File: src/rtl/sram_spi_reader.sv
// SPI mode-0 slave streaming DATA_W-bit words from the line-buffer SRAM; STATUS command (0x05) under SPI_STATUS_CMD_EN.
// Latency: spi_miso follows a spi_clk fall by 3 clk; first word is loaded RD_LAT+1 clk after the address completes.
// Backpressure: none; the host paces everything through spi_clk and must respect the minimum phase lengths.
module sram_spi_reader #(
    parameter int ADDR_W = 12,
    parameter int DATA_W = 16,
    parameter int RD_LAT = 2
) (
    input  logic              clk,
    input  logic              res,
    input  logic              spi_clk,
    input  logic              cs,
    input  logic              spi_mosi,
    output logic              spi_miso,
    output logic [ADDR_W-1:0] rdaddr,
    input  logic [DATA_W-1:0] rddata,
    input  logic              busy,
    input  logic              frame_done,
    output logic              reading
);
    localparam int LW = $clog2(RD_LAT + 2);

    typedef enum logic [2:0] {
        S_IDLE,
        S_CMD,
        S_ADDR_HI,
        S_ADDR_LO,
        S_FILL,
        S_STREAM,
        S_IGNORE
`ifdef SPI_STATUS_CMD_EN
        , S_STATUS
`endif
    } state_t;

    state_t state, state_nx;

    logic [1:0]        sclk_sync, cs_sync, mosi_sync;
    logic              sclk_d, cs_d;
    logic              sclk_rise, sclk_fall, cs_hi, cs_fall, mosi_s;
    logic [4:0]        bit_cnt;
    logic [6:0]        sh_in;
    logic [7:0]        byte_in;
    logic              byte_last;
    logic [ADDR_W-9:0] addr_hi;
    logic [ADDR_W-1:0] nxt;
    logic [DATA_W-1:0] sh_out, pf_dat;
    logic [LW-1:0]     lat_cnt;
    logic              lat_done, pf_pend, sampled, frame_ready, stream_entry;

    // Sync chain resets low so a cs held low across reset never looks like a fresh cs fall.
    always_ff @(posedge clk or negedge res) begin
        if (!res) begin
            sclk_sync <= '0;
            cs_sync   <= '0;
            mosi_sync <= '0;
            sclk_d    <= 1'b0;
            cs_d      <= 1'b0;
        end else begin
            sclk_sync <= {sclk_sync[0], spi_clk};
            cs_sync   <= {cs_sync[0], cs};
            mosi_sync <= {mosi_sync[0], spi_mosi};
            sclk_d    <= sclk_sync[1];
            cs_d      <= cs_sync[1];
        end
    end

    assign sclk_rise    = sclk_sync[1] & ~sclk_d;
    assign sclk_fall    = ~sclk_sync[1] & sclk_d;
    assign cs_hi        = cs_sync[1];
    assign cs_fall      = cs_d & ~cs_sync[1];
    assign mosi_s       = mosi_sync[1];
    assign byte_in      = {sh_in, mosi_s};
    assign byte_last    = (bit_cnt == 5'd7);
    assign lat_done     = (lat_cnt == LW'(RD_LAT));
    assign stream_entry = (state == S_FILL) && (state_nx == S_STREAM);

    always_ff @(posedge clk or negedge res) begin
        if (!res) state <= S_IDLE;
        else      state <= state_nx;
    end

    always_comb begin
        state_nx = state;
        if (cs_hi) begin
            state_nx = S_IDLE;
        end else begin
            case (state)
                S_IDLE:    if (cs_fall) state_nx = S_CMD;
                S_CMD: begin
                    if (sclk_rise && byte_last) begin
                        if (byte_in == 8'h03)      state_nx = S_ADDR_HI;
`ifdef SPI_STATUS_CMD_EN
                        else if (byte_in == 8'h05) state_nx = S_STATUS;
`endif
                        else                       state_nx = S_IGNORE;
                    end
                end
                S_ADDR_HI: if (sclk_rise && byte_last) state_nx = S_ADDR_LO;
                S_ADDR_LO: if (sclk_rise && byte_last) state_nx = S_FILL;
                S_FILL:    if (lat_done) state_nx = S_STREAM;
                default:   ;
            endcase
        end
    end

    always_comb begin
        reading  = (state == S_STREAM);
        spi_miso = 1'b0;
        if (state == S_STREAM) spi_miso = sh_out[DATA_W-1];
`ifdef SPI_STATUS_CMD_EN
        if (state == S_STATUS) spi_miso = sh_out[DATA_W-1];
`endif
    end

    // A fall only shifts once a rise has sampled the current bit, so the fall that
    // trails the last command/address rise never skips the first output bit.
    always_ff @(posedge clk or negedge res) begin
        if (!res) begin
            bit_cnt     <= '0;
            sh_in       <= '0;
            addr_hi     <= '0;
            rdaddr      <= '0;
            nxt         <= '0;
            sh_out      <= '0;
            pf_dat      <= '0;
            lat_cnt     <= '0;
            pf_pend     <= 1'b0;
            sampled     <= 1'b0;
            frame_ready <= 1'b0;
        end else begin
            frame_ready <= frame_done | (frame_ready & ~stream_entry);
            if (cs_hi || state == S_IDLE) begin
                bit_cnt <= '0;
                sh_in   <= '0;
                sampled <= 1'b0;
                pf_pend <= 1'b0;
            end else begin
                case (state)
                    S_CMD, S_ADDR_HI, S_ADDR_LO: begin
                        if (sclk_rise) begin
                            sh_in   <= byte_in[6:0];
                            bit_cnt <= byte_last ? 5'd0 : bit_cnt + 5'd1;
                            if (byte_last && state == S_ADDR_HI) addr_hi <= byte_in[ADDR_W-9:0];
                            if (byte_last && state == S_ADDR_LO) begin
                                rdaddr  <= {addr_hi, byte_in};
                                lat_cnt <= '0;
                            end
`ifdef SPI_STATUS_CMD_EN
                            if (byte_last && state == S_CMD && byte_in == 8'h05)
                                sh_out <= {busy, frame_ready, {(DATA_W-2){1'b0}}};
`endif
                        end
                    end
                    S_FILL: begin
                        if (lat_done) begin
                            sh_out  <= rddata;
                            nxt     <= rdaddr + ADDR_W'(1);
                            bit_cnt <= '0;
                            sampled <= 1'b0;
                        end else begin
                            lat_cnt <= lat_cnt + LW'(1);
                        end
                    end
                    S_STREAM: begin
                        if (pf_pend) begin
                            if (lat_done) begin
                                pf_dat  <= rddata;
                                pf_pend <= 1'b0;
                            end else begin
                                lat_cnt <= lat_cnt + LW'(1);
                            end
                        end
                        if (sclk_rise) sampled <= 1'b1;
                        if (sclk_fall && sampled) begin
                            sampled <= 1'b0;
                            if (bit_cnt == 5'(DATA_W - 1)) begin
                                sh_out  <= pf_dat;
                                nxt     <= nxt + ADDR_W'(1);
                                bit_cnt <= '0;
                            end else begin
                                sh_out  <= {sh_out[DATA_W-2:0], 1'b0};
                                bit_cnt <= bit_cnt + 5'd1;
                            end
                            if (bit_cnt == 5'd0) begin
                                rdaddr  <= nxt;
                                lat_cnt <= '0;
                                pf_pend <= 1'b1;
                            end
                        end
                    end
`ifdef SPI_STATUS_CMD_EN
                    S_STATUS: begin
                        if (sclk_rise) sampled <= 1'b1;
                        if (sclk_fall && sampled) begin
                            sampled <= 1'b0;
                            sh_out  <= {sh_out[DATA_W-2:0], 1'b0};
                        end
                    end
`endif
                    default: ;
                endcase
            end
        end
    end

`ifndef SPI_STATUS_CMD_EN
    logic status_unused;
    assign status_unused = busy ^ frame_ready;
`endif

endmodule

File: config.mk
export PLATFORM = sky130hd
export DESIGN_NAME = sram_spi_reader
export DESIGN_NICKNAME = d
export VERILOG_FILES = /design/src/rtl/sram_spi_reader.sv
export SDC_FILE = /design/constraint.sdc
export NUM_CORES = 1
export LEC_CHECK = 0
export CORE_MARGIN = 1.5
export CORE_UTILIZATION = 42
export DETAILED_ROUTE_END_ITERATION = 6
export PLACE_DENSITY_LB_ADDON = 0.1
export SYNTH_ARGS = -nofsm -noshare
export SYNTH_HDL_FRONTEND = slang
export SYNTH_SLANG_ARGS = --single-unit
File: constraint.sdc
create_clock -name clk -period 4.95 [get_ports clk]
set_input_delay 0.7425 -clock clk [delete_from_list [all_inputs] [get_ports clk]]
set_output_delay 0.7425 -clock clk [all_outputs]
set_load 0.02 [all_outputs]
### After elaboration in Yosys (flattened, before gate mapping)

Index checks and enable logic that the tools add are counted.

| word-level totals | value |
|---|---|
| output and inout port bits | 14 |
| flip-flop bits (word level) | 87 |
| input bits | 23 |

| operators by class | value |
|---|---|
| reductions and logical operators | 27 |
| mux-type cells | 50 |
| equal/unequal tests | 24 |
| bitwise operators | 7 |
| add/subtract/negate cells | 4 |

Operators with widths:

| operator | number |
|---|---|
| $mux W12 | 7 |
| $mux W16 | 3 |
| $pmux W12 S2 | 2 |
| $pmux W16 S2 | 1 |
| $mux W5 | 6 |
| $add A12 B1 Y12 const B | 2 |
| $mux W3 | 7 |
| $mux W7 | 3 |
| $reduce_and A4 Y1 | 5 |
| $ne A3 B3 Y1 const B | 6 |
| $pmux W3 S5 | 1 |
| $pmux W5 S3 | 1 |
| $mux W2 | 6 |
| $reduce_and A6 Y1 | 2 |
| $mux W1 | 11 |
| $reduce_bool A2 Y1 | 5 |
| $eq A8 B2 Y1 const B | 1 |
| $eq A3 B2 Y1 const B | 2 |
| $eq A3 B3 Y1 const B | 2 |
| $ne A2 B1 Y1 const B | 3 |
| $ne A2 B2 Y1 const B | 3 |
| $pmux W2 S3 | 1 |
| $reduce_bool A3 Y1 | 2 |
| $reduce_bool A6 Y1 | 1 |
| other kinds (21) | 29 |

### Logic depth before layout (Yosys ltp)

Gate-level depths: netlist of run 1.

| logic depth | value |
|---|---|
| depth after elaboration | 7 |
| depth in mapped cells | 14 |
| gate-level depth less buffers | 9 |

### Worst setup path before layout of run 1

Ideal clock, no wire load.

| timing path | value |
|---|---|
| kind | register -> register |
| from | register state[2] |
| to | register nxt[8] |
| path slack | 2.240 ns |
| data arrival time | 2.630 ns |
| required time | 4.871 ns |
| cell stages (with the launch flop) | 15 |
| setup time | 0.079 ns |
| path buffers | 5 |
| cell sequence | dfrtp_1 -> buf_4 -> nand3b_4 -> inv_4 -> buf_2 -> buf_4 -> buf_2 -> nand2_1 -> nand2_1 -> ha_1 -> clkbuf_1 -> inv_1 -> a221o_1 -> a221oi_2 -> a2bb2oi_1 |

| between the ends | value |
|---|---|
| elaborated cells between the ends (all ways) | 11 |

RTL lines:

| item | line | RTL |
|---|---|---|
| from (decl) | 36 | `state_t state, state_nx;` |
| from (signal assigned) | 80 | `else state <= state_nx;` |
| $eq A3 B3 Y1 (*) | -- |  |
| via reading | 19 | `output logic reading` |
| $ne A2 B1 Y1 (no source line) or $reduce_bool A2 Y1 (tied branches) | -- |  |
| $reduce_and A5 Y1 (no source line) | -- |  |
| to (signal assigned) | 158 | `nxt <= rdaddr + ADDR_W'(1);` |
| to (signal assigned) | 179 | `nxt <= nxt + ADDR_W'(1);` |
| to (decl) | 46 | `logic [ADDR_W-1:0] nxt;` |

The timed path passes the listed nets; every way through them passes the cells marked *.
A chain may end at the register's enable or synchronous reset.

### Final worst setup path of run 1

| timing path | value |
|---|---|
| from | register state[0] |
| to | output port spi_miso |

| between the ends | value |
|---|---|
| cells in the longest elaborated chain, start to end | 2 |

RTL lines:

| item | line | RTL |
|---|---|---|
| $eq A3 B3 Y1 | 110 | `if (state == S_STREAM) spi_miso = sh_out[DATA_W-1];` |
| $mux W1 | 110 |  |
| to (decl) | 14 | `output logic spi_miso,` |

Every way passes these cells.

==> flow_metrics.env, run 1 <==
export IMPL_port_buffers=34
export IMPL_vdd_drop_max_uv=192
export IMPL_clkSinkCount=87
export IMPL_fin_setup_tns_ns=0
export IMPL_ys_warn_count=0
export IMPL_ios=37
export IMPL_max_freq_mhz=310
export IMPL_drive_gt1_share_pct=12.0
export IMPL_fp_dieArea_um2=12000
export IMPL_dp_hpwl_um=6940
export IMPL_cts_buffer_depth=2
export IMPL_via_per_inst=5.72
export IMPL_finalCritPeriodShare_pct=65.2
export IMPL_worst_slew_pin_slew_ns=1.02
export IMPL_nets=545
export IMPL_critical_path_arrival_ns=2.48
export IMPL_final_cell_area_um2=5420
export IMPL_antenna_found_initial=0
export IMPL_max_stage_delay_ns=0.73
export IMPL_grt_max_degree=62
export IMPL_worst_setup_path_start_kind="flop"
export IMPL_cts_hold_buf=0
export IMPL_final_min_clock_period_ns=3.23
export IMPL_numCtsBuffers=9
export IMPL_async_reset_ff_share_pct=100
export IMPL_min_path_type="flop to flop"
export IMPL_rr_worst_depth=6
export IMPL_fillers=1033
export IMPL_synth_area_um2=4760
export IMPL_grt_pass1_vias=3749
export IMPL_synth_seq_cells=87
export IMPL_synth_cell_type_count=70
export IMPL_ys_top_cells_by_count="dfrtp_1, nand2_1, nor2_1"
export IMPL_grt_usage_pct=19.7
export IMPL_critPathMaxFanout=46
export IMPL_place_gp_congestion=0.816
export IMPL_dieHeight_um=110
export IMPL_p_per_area_nw_per_um2=267
export IMPL_grt_overflow=0
export IMPL_synthesis_nets=527
export IMPL_cts_tree="yes"
export IMPL_finalClockSkew_ns=0.00449
export IMPL_clock_latency_ns=0.34
export IMPL_synthTopCellsByArea="dfrtp_1, nand2_1, mux2i_1"
export IMPL_synth_top_area_share_pct=45.7
export IMPL_drv_slew=0
export IMPL_synth_area_per_cell_um2=9.59
export IMPL_firstDrtPassIters=4
export IMPL_seq_area_frac_synth_pct=45.7
export IMPL_clockRootBuffer="clkbuf_16"
export IMPL_postCtsSetupRepairBufs=0
export IMPL_drt_wl_total_um=10600
export IMPL_drt_initial_drc_count=217
export IMPL_critPathSlowestCell="dfrtp_1"
export IMPL_synth_edf_count=0
export IMPL_rsz0062_at_grt="false"
export IMPL_synthFlopType="dfrtp_1"
export IMPL_postCtsResizedCells=0
export IMPL_htree_levels=3
export IMPL_die_w_um=110
export IMPL_worstSetupPathType="flop to primary output"
export IMPL_drc_errors=0
export IMPL_power_mw=1.44
export IMPL_maxCapViolCount=0
export IMPL_diodes=0
export IMPL_std_cell_rows=38
export IMPL_cp_cell_sequence="nand3b_4 > inv_4 > and2_1 > clkdlybuf4s50_1"
export IMPL_grt_pass1_wl_um=18200
export IMPL_core_um2=10900
export IMPL_wire_per_inst_um=16.1
export IMPL_post_synth_top_area_cell="dfrtp_1"
export IMPL_vias=3763
export IMPL_critical_path_endpoint_type="primary output"
export IMPL_p_leak_nw=2.37
export IMPL_final_antenna_net_count=0
export IMPL_synth_cells=497
export IMPL_area_growth_pct=13.7
export IMPL_synth_most_common_cell="dfrtp_1"
export IMPL_setup_viol=0
export IMPL_clkTransAtPathRegs_ns=0.06
export IMPL_status="finished clean"
export IMPL_regToRegSetupSlack_ns=1.92
export IMPL_timing_slew_headroom_pct=30.2
export IMPL_hold_depth=0
export IMPL_final_hold_viol_count=0
export IMPL_postPlaceCellArea_um2=5130
export IMPL_worst_endpoint_required_ns=4.21
export IMPL_start_util_pct=43.6
where the power goes:
group          leakage [nW]  total [mW]  internal [mW]  switching, mW
clock network         0.138       0.661          0.387          0.274
registers              1.11       0.726          0.716        0.00980
logic                  1.12      0.0573         0.0248         0.0325
total                  2.37        1.44           1.13          0.317
worst paths after layout:
path	start	endpoint
setup / recovery	state[0]	spi_miso
max in group asynchronous	res	sh_out[15]
hold / removal	cs_sync[0]	cs_sync[1]
hold reg to reg	cs_sync[0]	cs_sync[1]
setup reg to reg	state[0]	nxt[11]
min in group asynchronous	res	bit_cnt[0]
final cells by class:
cell class | instances | area [um2] | share of cell area, %
timing repair buffer | 40 | 383 | 7.07
clock inverter | 5 | 60.1 | 1.11
tap | 140 | 175 | 3.23
clock buffer | 9 | 225 | 4.16
inverter | 13 | 51.3 | 0.947
multi-input combinational | 364 | 2350 | 43.3
sequential | 87 | 2180 | 40.2
per-stage QoR:
step | cells | hold WS (ns) | utilization [%] | worst slack [ns]
4_1_cts | 658 | 0.354 | 49.5 | 1.71
6_report | 658 | 0.352 | 49.5 | 1.72
5_1_grt | 658 | 0.361 | 49.5 | 1.56
3_3_place_gp | 644 | 0.336 | 46.9 | 1.98
3_5_place_dp | 644 | 0.337 | 46.9 | 1.93
2_1_floorplan | 497 | 0.331 | - | 2.24
logic make-up after synthesis:
| group | Yosys count | synth area share, % |
|---|---|---|
| adder cells (fa/ha/maj) | 7 | 1.84 |
| flip-flops | 87 | 45.7 |
| AND/OR/NAND/NOR | 181 | 18.8 |
| buffers and inverters | 46 | 5.07 |
| XOR/XNOR | 1 | 0.184 |
| multiplexers | 42 | 9.35 |
| AO/OA/AOI/OAI | 133 | 19.1 |
routing by layer:
metal / vias up / wire length (um) / GRT usage, %
li1: 1828 / - / -
met1: 1835 / 5010 / 27.1
met2: 87 / 4920 / 30.5
met3: 13 / 455 / 4.09
met4: 0 / 200 / 7.79
met5: - / 0 / 0
placed cells by master, fill, tap and decap left out, types with 5 or more instances in the layout:
cell	instances
dfrtp_1	87
nand2_1	78
nor2_1	42
a21oi_1	33
clkdlybuf4s50_1	33
mux2i_1	22
nand3_1	17
a31oi_1	15
o21ai_0	15
o21ai_2	13
inv_1	11
o21ai_1	11
mux2_1	10
mux2_2	10
clkbuf_16	9
ha_1	7
buf_4	7
nor3_1	6
nand4_1	5
critical path, delay by kind of cell (launching register included):
kind | cells | cell delay, ns
simple gates | 2 | 0.38
buf+inv | 2 | 1.02
flops | 1 | 0.73
registers in the layout, indices dropped and copies added, names as in the netlist:
| register | count |
|---|---|
| nxt | 12 |
| state | 3 |
| bit_cnt | 5 |
| mosi_sync | 2 |
| addr_hi | 4 |
| pf_pend | 1 |
| cs_d | 1 |
| cs_sync | 2 |
| sh_in | 7 |
| sh_out | 16 |
| pf_dat | 16 |
| lat_cnt | 2 |
| sclk_sync | 2 |
| sampled | 1 |
| sclk_d | 1 |
| rdaddr | 12 |
(Power assumes the default switching activity.)
==> run 2, diff against run 1 <==
==> constraint.sdc (replaced) <==
create_clock -name clk -period 2.8 [get_ports clk]
set_input_delay 0.42 -clock clk [delete_from_list [all_inputs] [get_ports clk]]
set_output_delay 0.42 -clock clk [all_outputs]
set_load 0.02 [all_outputs]
==> run 2 against run 1 <==
Global-route usage up 0.084 points. Final area up 1.3%. Sequential share of layout area down 0.53 points. Flip-flop and latch count unchanged. Cell count up 1.7%. Critical endpoint is now nxt[9]. Register-to-register slack worse by 1.5 ns. Combinational power up 92%. First-iteration DRC count up 43%. Via count up 1.1%.
==> flow_metrics.env, run 2 (synthesis gave the netlist of run 1 again) <==
export IMPL_status="finished clean"
export IMPL_dp_hpwl_um=7150
export IMPL_std_cell_rows=38
export IMPL_grt_pass1_wl_um=18300
export IMPL_cts_buffer_depth=2
export IMPL_stdcell_count=669
export IMPL_drive_gt1_share_pct=13.4
export IMPL_final_min_clock_period_ns=2.36
export IMPL_fp_dieArea_um2=12000
export IMPL_critPathMaxFanout=14
export IMPL_start_util_pct=43.6
export IMPL_ios=37
export IMPL_firstDrtPassIters=4
export IMPL_grt_max_degree=88
export IMPL_final_common_cell="dfrtp_1"
export IMPL_clkTransAtPathRegs_ns=0.06
export IMPL_antenna_found_initial=0
export IMPL_numCtsBuffers=9
export IMPL_grt_pass1_vias=3659
export IMPL_core_um2=10900
export IMPL_nets=554
export IMPL_worst_endpoint_required_ns=3.06
export IMPL_drt_initial_drc_count=311
export IMPL_diodes=0
export IMPL_place_inst=653
export IMPL_postCtsSetupRepairBufs=0
export IMPL_worst_slew_pin_slew_ns=0.924
export IMPL_timing_slew_headroom_pct=38.4
export IMPL_wire_per_inst_um=16.1
export IMPL_p_per_area_nw_per_um2=458
export IMPL_final_antenna_net_count=0
export IMPL_drt_wl_total_um=10800
export IMPL_final_cell_mix="dfrtp_1, nand2_1, nor2_1"
export IMPL_cts_hold_buf=0
export IMPL_clock_latency_ns=0.34
export IMPL_rr_worst_depth=9
export IMPL_dpl_worst_slack_ns=0.467
export IMPL_min_path_type="input port to async pin"
export IMPL_area_growth_pct=15.2
export IMPL_cts_tree="yes"
export IMPL_dieHeight_um=110
export IMPL_worst_setup_path_start_kind="flop"
export IMPL_critical_path_arrival_ns=2.61
export IMPL_final_hold_viol_count=0
export IMPL_critical_path_endpoint_type="flop"
export IMPL_grt_overflow=0
export IMPL_vdd_drop_max_uv=299
export IMPL_finalClockSkew_ns=0.00733
export IMPL_largestRegisters="pf_dat x16, sh_out x16"
export IMPL_htree_levels=3
export IMPL_rsz0062_at_grt="false"
export IMPL_postCtsResizedCells=0
export IMPL_worstSetupPathType="flop to flop"
export IMPL_die_w_um=110
export IMPL_place_gp_congestion=0.838
export IMPL_clockRootBuffer="clkbuf_16"
export IMPL_p_leak_nw=2.42
export IMPL_clkSinkCount=87
export IMPL_setup_ws_ns=0.444
export IMPL_via_per_inst=5.69
export IMPL_vias=3804
export IMPL_maxCapViolCount=0
export IMPL_setup_viol=0
export IMPL_port_buffers=34
export IMPL_finalCritPeriodShare_pct=84.1
export IMPL_drv_slew=0
export IMPL_max_freq_mhz=424
export IMPL_grt_usage_pct=19.8
export IMPL_drc_errors=0
export IMPL_fin_setup_tns_ns=0
==> run 2: changes by cell type in the layout (fill, tap and decap cells not counted) <==
cell | previous run | this run
bufinv_16 | 1 | 0
clkbuf_8 | 0 | 2
clkinv_2 | 1 | 2
inv_6 | 1 | 0
buf_12 | 0 | 1
buf_4 | 7 | 15
clkinv_4 | 1 | 0
clkbuf_1 | 0 | 2
==> run 2: critical path: stages (launching register included) <==
cell      delay (ns)
dfrtp_1         0.41
ha_1            0.23
nand3_1         0.11
inv_1           0.07
ha_1            0.17
mux2i_1         0.11
a2111o_1        0.64
nor2_1          0.29
nand2_1         0.08
a22oi_1         0.15
==> run 2: report_power, final <==
part / switching (mW) / total [mW] / internal (mW)
registers: 0.0118 / 1.28 / 1.27
logic: 0.0630 / 0.110 / 0.0472
clock network: 0.481 / 1.13 / 0.647
total: 0.556 / 2.52 / 1.96
==> run 2: path summary, 6_finish.rpt <==
path,startpoint,end,slack [ns]
max,bit_cnt[0],nxt[9],0.44
min,res,bit_cnt[1],0.12
max reg2reg,bit_cnt[0],nxt[9],0.44
min reg2reg,sclk_sync[0],sclk_sync[1],0.35
max in group asynchronous,res,pf_dat[6],2.32
min in group clk,sclk_sync[0],sclk_sync[1],0.35
==> run 2: layout make-up <==
cell class,instances,area (um2)
Inverter,13,51.3
Fill cell,1039,5450
Tap cell,140,175
Clock buffer,13,260
Clock inverter,3,17.5
Multi-Input combinational cell,364,2350
Sequential cell,87,2180
Timing Repair Buffer,49,463
==> run 2: through the flow <==
step                hold slack, ns  total power, mW  util, %  instance area [um2]
floorplan                    0.124             1.34        -                 4760
global placement             0.334             1.41     47.7                 5210
detailed placement           0.336             1.41     47.7                 5210
CTS                          0.139             2.56     50.2                 5490
global route                 0.157             2.62     50.2                 5490
finish                       0.124             2.52     50.2                 5490
==> run 2: layer usage <==
layer  part of all wire [%]  wire length (um)  GRT usage (%)
met1                     47              5050           26.3
met2                     47              5030           31.7
met3                    4.6               498           3.79
met4                    1.8               191           8.35
met5                      0                 0              0
==> run 3, diff against run 2 <==
==> constraint.sdc (replaced) <==
create_clock -name clk -period 2.4 [get_ports clk]
set_input_delay 0.36 -clock clk [delete_from_list [all_inputs] [get_ports clk]]
set_output_delay 0.36 -clock clk [all_outputs]
set_load 0.02 [all_outputs]
==> run 3 against run 2 <==
Final area up 2.6%. Clock-buffer cell count down 2. Sequential power up 16%. Combinational power up 23%. Core utilization up 1.3 points. Largest cell class unchanged. Critical endpoint is now nxt[10].
==> flow_metrics.env, run 3 (synthesis gave the netlist of run 1 again) <==
export IMPL_status="finished clean"
export IMPL_p_leak_nw=2.49
export IMPL_grt_overflow=0
export IMPL_dp_hpwl_um=7320
export IMPL_p_seq_share_pct=44.8
export IMPL_dieHeight_um=110
export IMPL_power_mw=3.32
export IMPL_critPathMaxFanout=12
export IMPL_power_share_switching_pct=19.8
export IMPL_port_buffers=34
export IMPL_timing_slew_headroom_pct=39.2
export IMPL_intPower_mw=2.66
export IMPL_antenna_found_initial=0
export IMPL_vdd_drop_max_uv=411
export IMPL_grt_max_degree=57
export IMPL_worst_setup_path_start_kind="flop"
export IMPL_nets=561
export IMPL_postPlaceCellArea_um2=5250
export IMPL_fp_dieArea_um2=12000
export IMPL_drc_errors=0
export IMPL_maxCapViolCount=0
export IMPL_drt_initial_drc_count=290
export IMPL_drt_wl_total_um=10800
export IMPL_wire_per_inst_um=16.0
export IMPL_multi_input_area_um2=2350
export IMPL_finalClockSkew_ns=0.00766
export IMPL_firstDrtPassIters=5
export IMPL_netSwitchingPower_uw=658
export IMPL_combPwrFrac_pct=4.1
export IMPL_ios=37
export IMPL_final_hold_viol_count=0
export IMPL_numCtsBuffers=9
export IMPL_dpl_worst_slack_ns=0.0762
export IMPL_std_cell_rows=38
export IMPL_worst_slew_pin_slew_ns=0.912
export IMPL_start_util_pct=43.6
export IMPL_htree_levels=3
export IMPL_core_um2=10900
export IMPL_setup_viol=0
export IMPL_area_growth_pct=18.2
export IMPL_final_common_cell="dfrtp_1"
export IMPL_setup_ws_ns=0.148
export IMPL_p_per_area_nw_per_um2=589
export IMPL_grt_pass1_wl_um=18400
export IMPL_worst_endpoint_required_ns=2.67
export IMPL_cts_hold_buf=0
export IMPL_final_antenna_net_count=0
export IMPL_finalCritPeriodShare_pct=93.9
export IMPL_fin_setup_tns_ns=0
export IMPL_critical_path_arrival_ns=2.52
export IMPL_drv_slew=0
export IMPL_clock_latency_ns=0.33
export IMPL_grt_pass1_vias=3729
export IMPL_final_min_clock_period_ns=2.25
export IMPL_grt_usage_pct=19.7
export IMPL_die_w_um=110
export IMPL_drive_gt1_share_pct=14.7
export IMPL_fillers=1029
export IMPL_critical_path_endpoint_type="flop"
export IMPL_cts_buffer_depth=2
export IMPL_diodes=0
export IMPL_cts_tree="yes"
export IMPL_rsz0062_at_grt="false"
export IMPL_final_cell_area_um2=5630
export IMPL_min_path_type="input port to async pin"
export IMPL_place_gp_congestion=0.864
export IMPL_largestRegisters="pf_dat x16, sh_out x16"
export IMPL_clockRootBuffer="clkbuf_16"
export IMPL_worstSetupPathType="flop to flop"
export IMPL_via_per_inst=5.62
export IMPL_vias=3800
export IMPL_clkTransAtPathRegs_ns=0.06
export IMPL_max_freq_mhz=444
export IMPL_register_area_um2=2180
export IMPL_clkSinkCount=87
export IMPL_clockPowerShare_pct=51.1
export IMPL_final_cell_mix="dfrtp_1, nand2_1, nor2_1"
run 3: cell types whose count changed in the layout (fill, tap and decap cells not counted):
cell / before / now
a2111o_2: 0 / 1
clkbuf_8: 2 / 0
clkinv_2: 2 / 0
inv_4: 1 / 0
a2111o_1: 2 / 1
clkinvlp_4: 1 / 0
inv_6: 0 / 2
bufinv_16: 0 / 4
buf_4: 15 / 22
run 3: power groups by stage:
| stage | clock (mW) | combinational [mW] | sequential (mW) |
|---|---|---|---|
| global route | 1.79 | 0.150 | 1.49 |
| floorplan | 0 | 0.0552 | 1.51 |
| global placement | 0 | 0.135 | 1.51 |
| finish | 1.70 | 0.135 | 1.49 |
| detailed placement | 0 | 0.137 | 1.51 |
| CTS | 1.73 | 0.137 | 1.49 |
run 3: cell type report:
| cell class | count | area share, % |
|---|---|---|
| clock buffer | 11 | 4.13 |
| clock inverter | 5 | 2.29 |
| inverter | 13 | 0.956 |
| multi-input combinational | 364 | 41.7 |
| sequential | 87 | 38.7 |
| tap | 140 | 3.11 |
| timing repair buffer | 56 | 9.16 |
run 3: routing by layer:
| metal | track usage [%] | wire [um] | vias up |
|---|---|---|---|
| li1 | - | - | 1858 |
| met1 | 26.9 | 5180 | 1842 |
| met2 | 31.6 | 5050 | 82 |
| met3 | 3.20 | 383 | 18 |
| met4 | 7.14 | 177 | 0 |
| met5 | 0 | 0 | - |
run 3: repair_timing:
action                                 CTS  global route
resized for setup                        0             1
endpoints found under the hold margin    0             0
setup endpoints to repair                0             7
buffers inserted                         0             2
run 3: final timing paths:
path	depth (start not counted)	to	from	slack, ns
worst max register to register	10	nxt[10]	bit_cnt[0]	0.15
max in group asynchronous	2	sh_out[3]	res	1.62
worst min-delay path	1	bit_cnt[0]	res	0.09
worst max-delay path	10	nxt[10]	bit_cnt[0]	0.15
min in group clk	0	cs_sync[1]	cs_sync[0]	0.35
worst min register to register	0	cs_sync[1]	cs_sync[0]	0.35
run 3: worst max-delay path, stage by stage, from the launching register on:
cell       delay (ns)
dfrtp_1          0.41
ha_1             0.22
nand3_1          0.11
inv_1            0.08
ha_1             0.19
mux2i_1          0.12
a2111oi_2        0.36
buf_4            0.27
nor2_1           0.06
a2111o_1         0.28
nand3_1          0.10
run 3: stage by stage:
step | util (%) | instances | hold slack (ns)
6_report | 51.5 | 676 | 0.0863
5_1_grt | 51.5 | 676 | 0.147
3_3_place_gp | 48.0 | 658 | 0.332
3_5_place_dp | 48.0 | 658 | 0.337
2_1_floorplan | - | 497 | 0.0644
4_1_cts | 51.3 | 674 | 0.120
